[src/rtl/irq_ctrl.sv]
// rtl/irq_ctrl.sv - edge-triggered, masked, fixed-priority interrupt controller feeding CP0
module irq_ctrl #(
    parameter int N_IRQ       = 8,
    parameter int CAUSE_W     = 3,
    parameter int SYNC_STAGES = 2
) (
    input  logic               clk,
    input  logic               rst,
    input  logic [N_IRQ-1:0]   irq_in,
    input  logic               mask_we,
    input  logic [N_IRQ-1:0]   mask_wdata,
    output logic [N_IRQ-1:0]   mask,
    output logic [N_IRQ-1:0]   pending,
    input  logic               eret,
    output logic               irq_out,
    output logic [CAUSE_W-1:0] irq_cause,
    output logic               busy
);

    typedef enum logic {
        IDLE,
        WAIT
    } state_t;

    state_t             state;
    logic [N_IRQ-1:0]   sync_q [SYNC_STAGES];
    logic [N_IRQ-1:0]   hist_q;
    logic [N_IRQ-1:0]   rise;
    logic [N_IRQ-1:0]   cand;
    logic [N_IRQ-1:0]   grant;
    logic [N_IRQ-1:0]   clr;
    logic [CAUSE_W-1:0] grant_idx;
    logic               dispatch;

    assign rise     = sync_q[SYNC_STAGES-1] & ~hist_q;
    assign cand     = pending & mask;
    // Two's-complement trick isolates the lowest set candidate bit.
    assign grant    = cand & (~cand + N_IRQ'(1));
    assign dispatch = (state == IDLE) && (cand != '0);
    assign clr      = dispatch ? grant : '0;

    always_comb begin
        grant_idx = '0;
        for (int i = N_IRQ - 1; i >= 0; i--) begin
            if (cand[i]) begin
                grant_idx = CAUSE_W'(i);
            end
        end
    end

    always_ff @(posedge clk) begin
        if (rst) begin
            for (int i = 0; i < SYNC_STAGES; i++) begin
                sync_q[i] <= '0;
            end
            hist_q    <= '0;
            pending   <= '0;
            mask      <= '0;
            irq_out   <= 1'b0;
            irq_cause <= '0;
            busy      <= 1'b0;
            state     <= IDLE;
        end else begin
            sync_q[0] <= irq_in;
            for (int i = 1; i < SYNC_STAGES; i++) begin
                sync_q[i] <= sync_q[i-1];
            end
            hist_q <= sync_q[SYNC_STAGES-1];

            // A new edge on the bit being dispatched re-arms it.
            pending <= (pending & ~clr) | rise;

            if (mask_we) begin
                mask <= mask_wdata;
            end

            case (state)
                IDLE: begin
                    if (dispatch) begin
                        irq_out   <= 1'b1;
                        irq_cause <= grant_idx;
                        busy      <= 1'b1;
                        state     <= WAIT;
                    end else begin
                        irq_out <= 1'b0;
                    end
                end
                WAIT: begin
                    irq_out <= 1'b0;
                    if (eret) begin
                        busy  <= 1'b0;
                        state <= IDLE;
                    end
                end
                default: begin
                    irq_out <= 1'b0;
                    busy    <= 1'b0;
                    state   <= IDLE;
                end
            endcase
        end
    end

endmodule

[config.mk]
export PLATFORM = sky130hd
export DESIGN_NAME = irq_ctrl
export DESIGN_NICKNAME = d
export VERILOG_FILES = /design/src/rtl/irq_ctrl.sv
export SDC_FILE = /design/constraint.sdc
export NUM_CORES = 1
export LEC_CHECK = 0
export CAP_MARGIN = 40
export CORE_AREA = 3 3 66 68
export CTS_CLUSTER_SIZE = 12
export DETAILED_ROUTE_END_ITERATION = 10
export DIE_AREA = 0 0 69 71
export PLACE_DENSITY_LB_ADDON = 0.15
export SYNTH_ARGS = -nofsm -noshare
export SYNTH_HDL_FRONTEND = slang
export SYNTH_SLANG_ARGS = --single-unit
[constraint.sdc]
create_clock -name clk -period 1.05 [get_ports clk]
set_input_delay 0.105 -clock clk [delete_from_list [all_inputs] [get_ports clk]]
set_output_delay 0.105 -clock clk [all_outputs]
set_load 0.1 [all_outputs]
==> flow_metrics.py <==
metrics = {
    "run_status": {
        "outcome": "complete, but fails checks",
        "violations": "setup timing",
    },
    "placement": {
        "place.gp.congestion": 0.8323,
        "port-buffer-count": 40,
        "placement.cell_area_um2": 2597,
        "preCtsSetupSlack_ns": -0.1616,
        "dp.final_hpwl_um": 2940,
    },
    "global_routing": {
        "grt_util_all_layers_pct": 17.48,
        "initial_antenna_violation_count": 0,
        "grt_first_pass_wirelength_um": 6920,
        "grt_remaining_overflow": 0,
        "grt_start_max_net_pins": 15,
        "first_global_vias": 1469,
    },
    "detailed_routing": {
        "route.detailed.wl_per_inst_um": 14.33,
        "route.vias.total": 1439,
        "drc_errors": 0,
        "firstDrtPassIters": 4,
        "routed_wirelength_um": 4257,
        "drtAntennaViolNets": 0,
        "vias_per_cell": 4.845,
        "dr.first_iter.drc_count": 93,
    },
    "critical_path": {
        "critical_path.endpoint_type": "flop",
        "cell_at_the_slowest_stage_of_the_critical_path": "sky130_fd_sc_hd__dfxtp_4",
        "worstRegToRegCells": 5,
        "critPathKind": "flop to flop",
        "arrival_ns": 1.44,
        "critical_path_required_ns": 1.24,
        "timing.critical_path.cells": "a22oi_2 > buf_4 > nand4_1 > nand3b_1 > o21ai_1",
        "crit_path_start_kind": "flop",
        "cp_slowest_stage_delay_ns": 0.36,
        "timing.critical_path.fanout_max": 4,
    },
    "logic_synthesis": {
        "xor_xnor_share_of_the_synthesized_area_pct": 0,
        "synth.distinct_cells": 26,
        "sequential_element_share_of_the_synthesized_area_pct": 57.19,
        "synth.ff_latch_count": 46,
        "yosysWarnings": 0,
        "synth_simple_gate_area_share_pct": 21.99,
        "postSynthAreaPerCell_um2": 10.06,
        "synth.area.top_cells": "sky130_fd_sc_hd__dfxtp_1 57%, sky130_fd_sc_hd__nor2b_1 11%, sky130_fd_sc_hd__mux2i_1 5.0%",
        "synth_largest_type_area_fraction_pct": 57.19,
        "portion_of_netlist_area_occupied_by_mux_cells_pct": 4.973,
        "synth-compound-area-share_pct": 13.36,
        "syn-instance-count": 160,
        "synth_top_family_by_area": "simple AND/OR/NAND/NOR gates",
        "post_synth_fa_ha_maj_area_fraction_pct": 0,
        "syn-cell-area_um2": 1610,
        "synthDominantAreaCellType": "sky130_fd_sc_hd__dfxtp_1",
        "total_nets_after_synthesis": 180,
    },
    "cells_and_area": {
        "mostFrequentLayoutCells": "29 x sky130_fd_sc_hd__buf_4, 28 x sky130_fd_sc_hd__nor2b_1, 28 x sky130_fd_sc_hd__dfxtp_1, 22 x sky130_fd_sc_hd__buf_12, 19 x sky130_fd_sc_hd__clkdlybuf4s50_1",
        "layout_cell_share_with_drive_strength_beyond_1_pct": 43.32,
        "layout_commonest_cell": "sky130_fd_sc_hd__buf_4",
        "fillers": 267,
        "layout-area-overhead-vs-synth_pct": 79.10,
        "final_nets": 266,
        "count_of_inserted_antenna_diode_cells": 0,
        "stdcell_area_um2": 2884,
    },
    "floorplanning": {
        "die_span_in_x_um": 69,
        "core_area_um2": 3914,
        "die_height_um": 71,
        "die-area_um2": 4899,
        "row_count": 23,
        "design.portCount": 41,
        "floorplan.initialDensity_pct": 41.14,
    },
    "timing": {
        "report.final.setup_viol": 17,
        "grt_setup_unrepaired": "true",
        "fin_ws_ns": -0.2020,
        "fin_crit_sh_pct": 119.2,
        "finClkSkew_ns": 0.004150,
        "achievable-frequency_mhz": 798.7,
        "tightest_slew_ns": 0.2970,
        "final.setup.tns_ns": -1.930,
        "slew-limit-headroom_pct": 80.20,
        "maxSlewViolCount": 0,
        "finalHoldViolCount": 0,
        "layout_min_cycle_time_ns": 1.252,
    },
    "clocking": {
        "clk_transition_reported_paths_ns": 0.08,
        "clock_latency_late_sink_ns": 0.29,
        "clockRootBuffer": "sky130_fd_sc_hd__clkbuf_8",
        "cts_tree": "built",
        "clock-sinks": 46,
        "cts.hold.buffers_added": 0,
        "cts_inserted_buffers": 5,
        "ctsLongestPathBuffers": 2,
        "htreeDepth": 2,
    },
    "run": {
        "count_of_maximum_capacitance_violations": 0,
    },
    "power": {
        "power.share.switching_pct": 29.37,
        "p_seq_share_pct": 46.0,
        "p_leak_nw": 1.234,
        "clock_power_share_pct": 28.8,
        "p_comb_share_pct": 25.1,
        "irDropWorstVdd_v": 0.001083,
        "p_switching_mw": 1.208,
        "power-per-cell-area_nw_per_um2": 1426,
        "power.internal_mw": 2.904,
    },
    "hold_path": {
        "hold-path-cell-count": 2,
        "min_path_type": "input pin to flop",
    },
}
## final cells by class
type                       count  area, um2  share of cell area (%)
multi-input combinational    104      694.4                   24.08
tap                           50      62.56                   2.169
inverter                       3      11.26                  0.3905
timing repair buffer          86       1028                   35.66
clock inverter                 1      6.256                  0.2169
clock buffer                   7      97.59                   3.384
sequential                    46      983.4                   34.10
## cells in the mapped netlist (all sizes together)
cell,number
a21oi,11
nor2,16
buf,2
nand3,3
dfxtp,46
nand2b,5
a32oi,2
o21ai,6
a221oi,1
nor2b,28
inv,3
a22oi,4
a211oi,1
nor3,1
mux2i,8
nand4,3
a22o,1
nand3b,2
clkbuf,5
nand2,9
a21o,1
a41o,1
a31o,1
## critical path: cells and delay by family (launching register included)
kind,cells,cell delay (ns)
AO/OA/AOI/OAI,2,0.37
flip-flops,1,0.36
AND/OR/NAND/NOR,2,0.23
buffers and inverters,1,0.18
## routing by layer
metal	vias to the layer above	share of wire, %	global-route usage [%]
met5	-	0	0
met4	0	0.59	4.989
met3	4	4.7	5.398
met2	42	54	32.20
met1	677	41	19.34
li1	716	-	-
## power groups by stage
stage          Sequential (mW)  Clock (mW)  Combinational, mW
2_1_floorplan             2.25           0              0.182
3_5_place_dp              1.93           0              0.953
5_1_grt                   1.90        1.29               1.08
6_report                  1.89        1.18               1.03
3_3_place_gp              1.92           0              0.939
4_1_cts                   1.89        1.21               1.00
## worst paths after layout
kind | start | to | slack, ns
hold reg to reg | hist_q[2]$_SDFF_PP0_ | pending[2]$_SDFF_PP0_ | 0.41
setup reg to reg | mask[5]$_SDFFE_PP0P_ | irq_cause[0]$_SDFFE_PP0P_ | -0.20
setup / recovery | mask[5]$_SDFFE_PP0P_ | irq_cause[0]$_SDFFE_PP0P_ | -0.20
hold / removal | irq_in[4] | sync_q[0][4]$_SDFF_PP0_ | 0.36
## flip-flops by register name, indices dropped and copies added, names as in the netlist
signal and cells:
pending 8, state 1, irq_cause 3, mask 8, busy 1, hist_q 8, sync_q 16, irq_out 1
## cells by family (layout without fill, tap and decap cells)
kind of cell,after synthesis,count (layout)
DFF,46,46
and+or+nand+nor,67,67
buffers and inverters,10,97
muxes,8,8
AOI/OAI and AO/OA,29,29
## per-stage QoR
| stage | total power [mW] | util [%] | cells | hold WS (ns) |
|---|---|---|---|---|
| floorplan | 2.430 | - | 160 | 0.2041 |
| global route | 4.277 | 73.69 | 297 | 0.3609 |
| CTS | 4.107 | 72.09 | 293 | 0.3498 |
| detailed placement | 2.882 | 66.37 | 278 | 0.4052 |
| global placement | 2.862 | 66.37 | 278 | 0.3843 |
| finish | 4.111 | 73.69 | 297 | 0.3574 |
## what timing repair did
action | 4_1_cts | 5_1_grt
setup buffers | 7 | 8
setup endpoints to repair | 29 | 29
pin swaps | 12 | 6
endpoints found under the hold margin | 0 | 0
gates resized for setup | 18 | 10
Note: power is estimated with default switching activity, not from simulation.
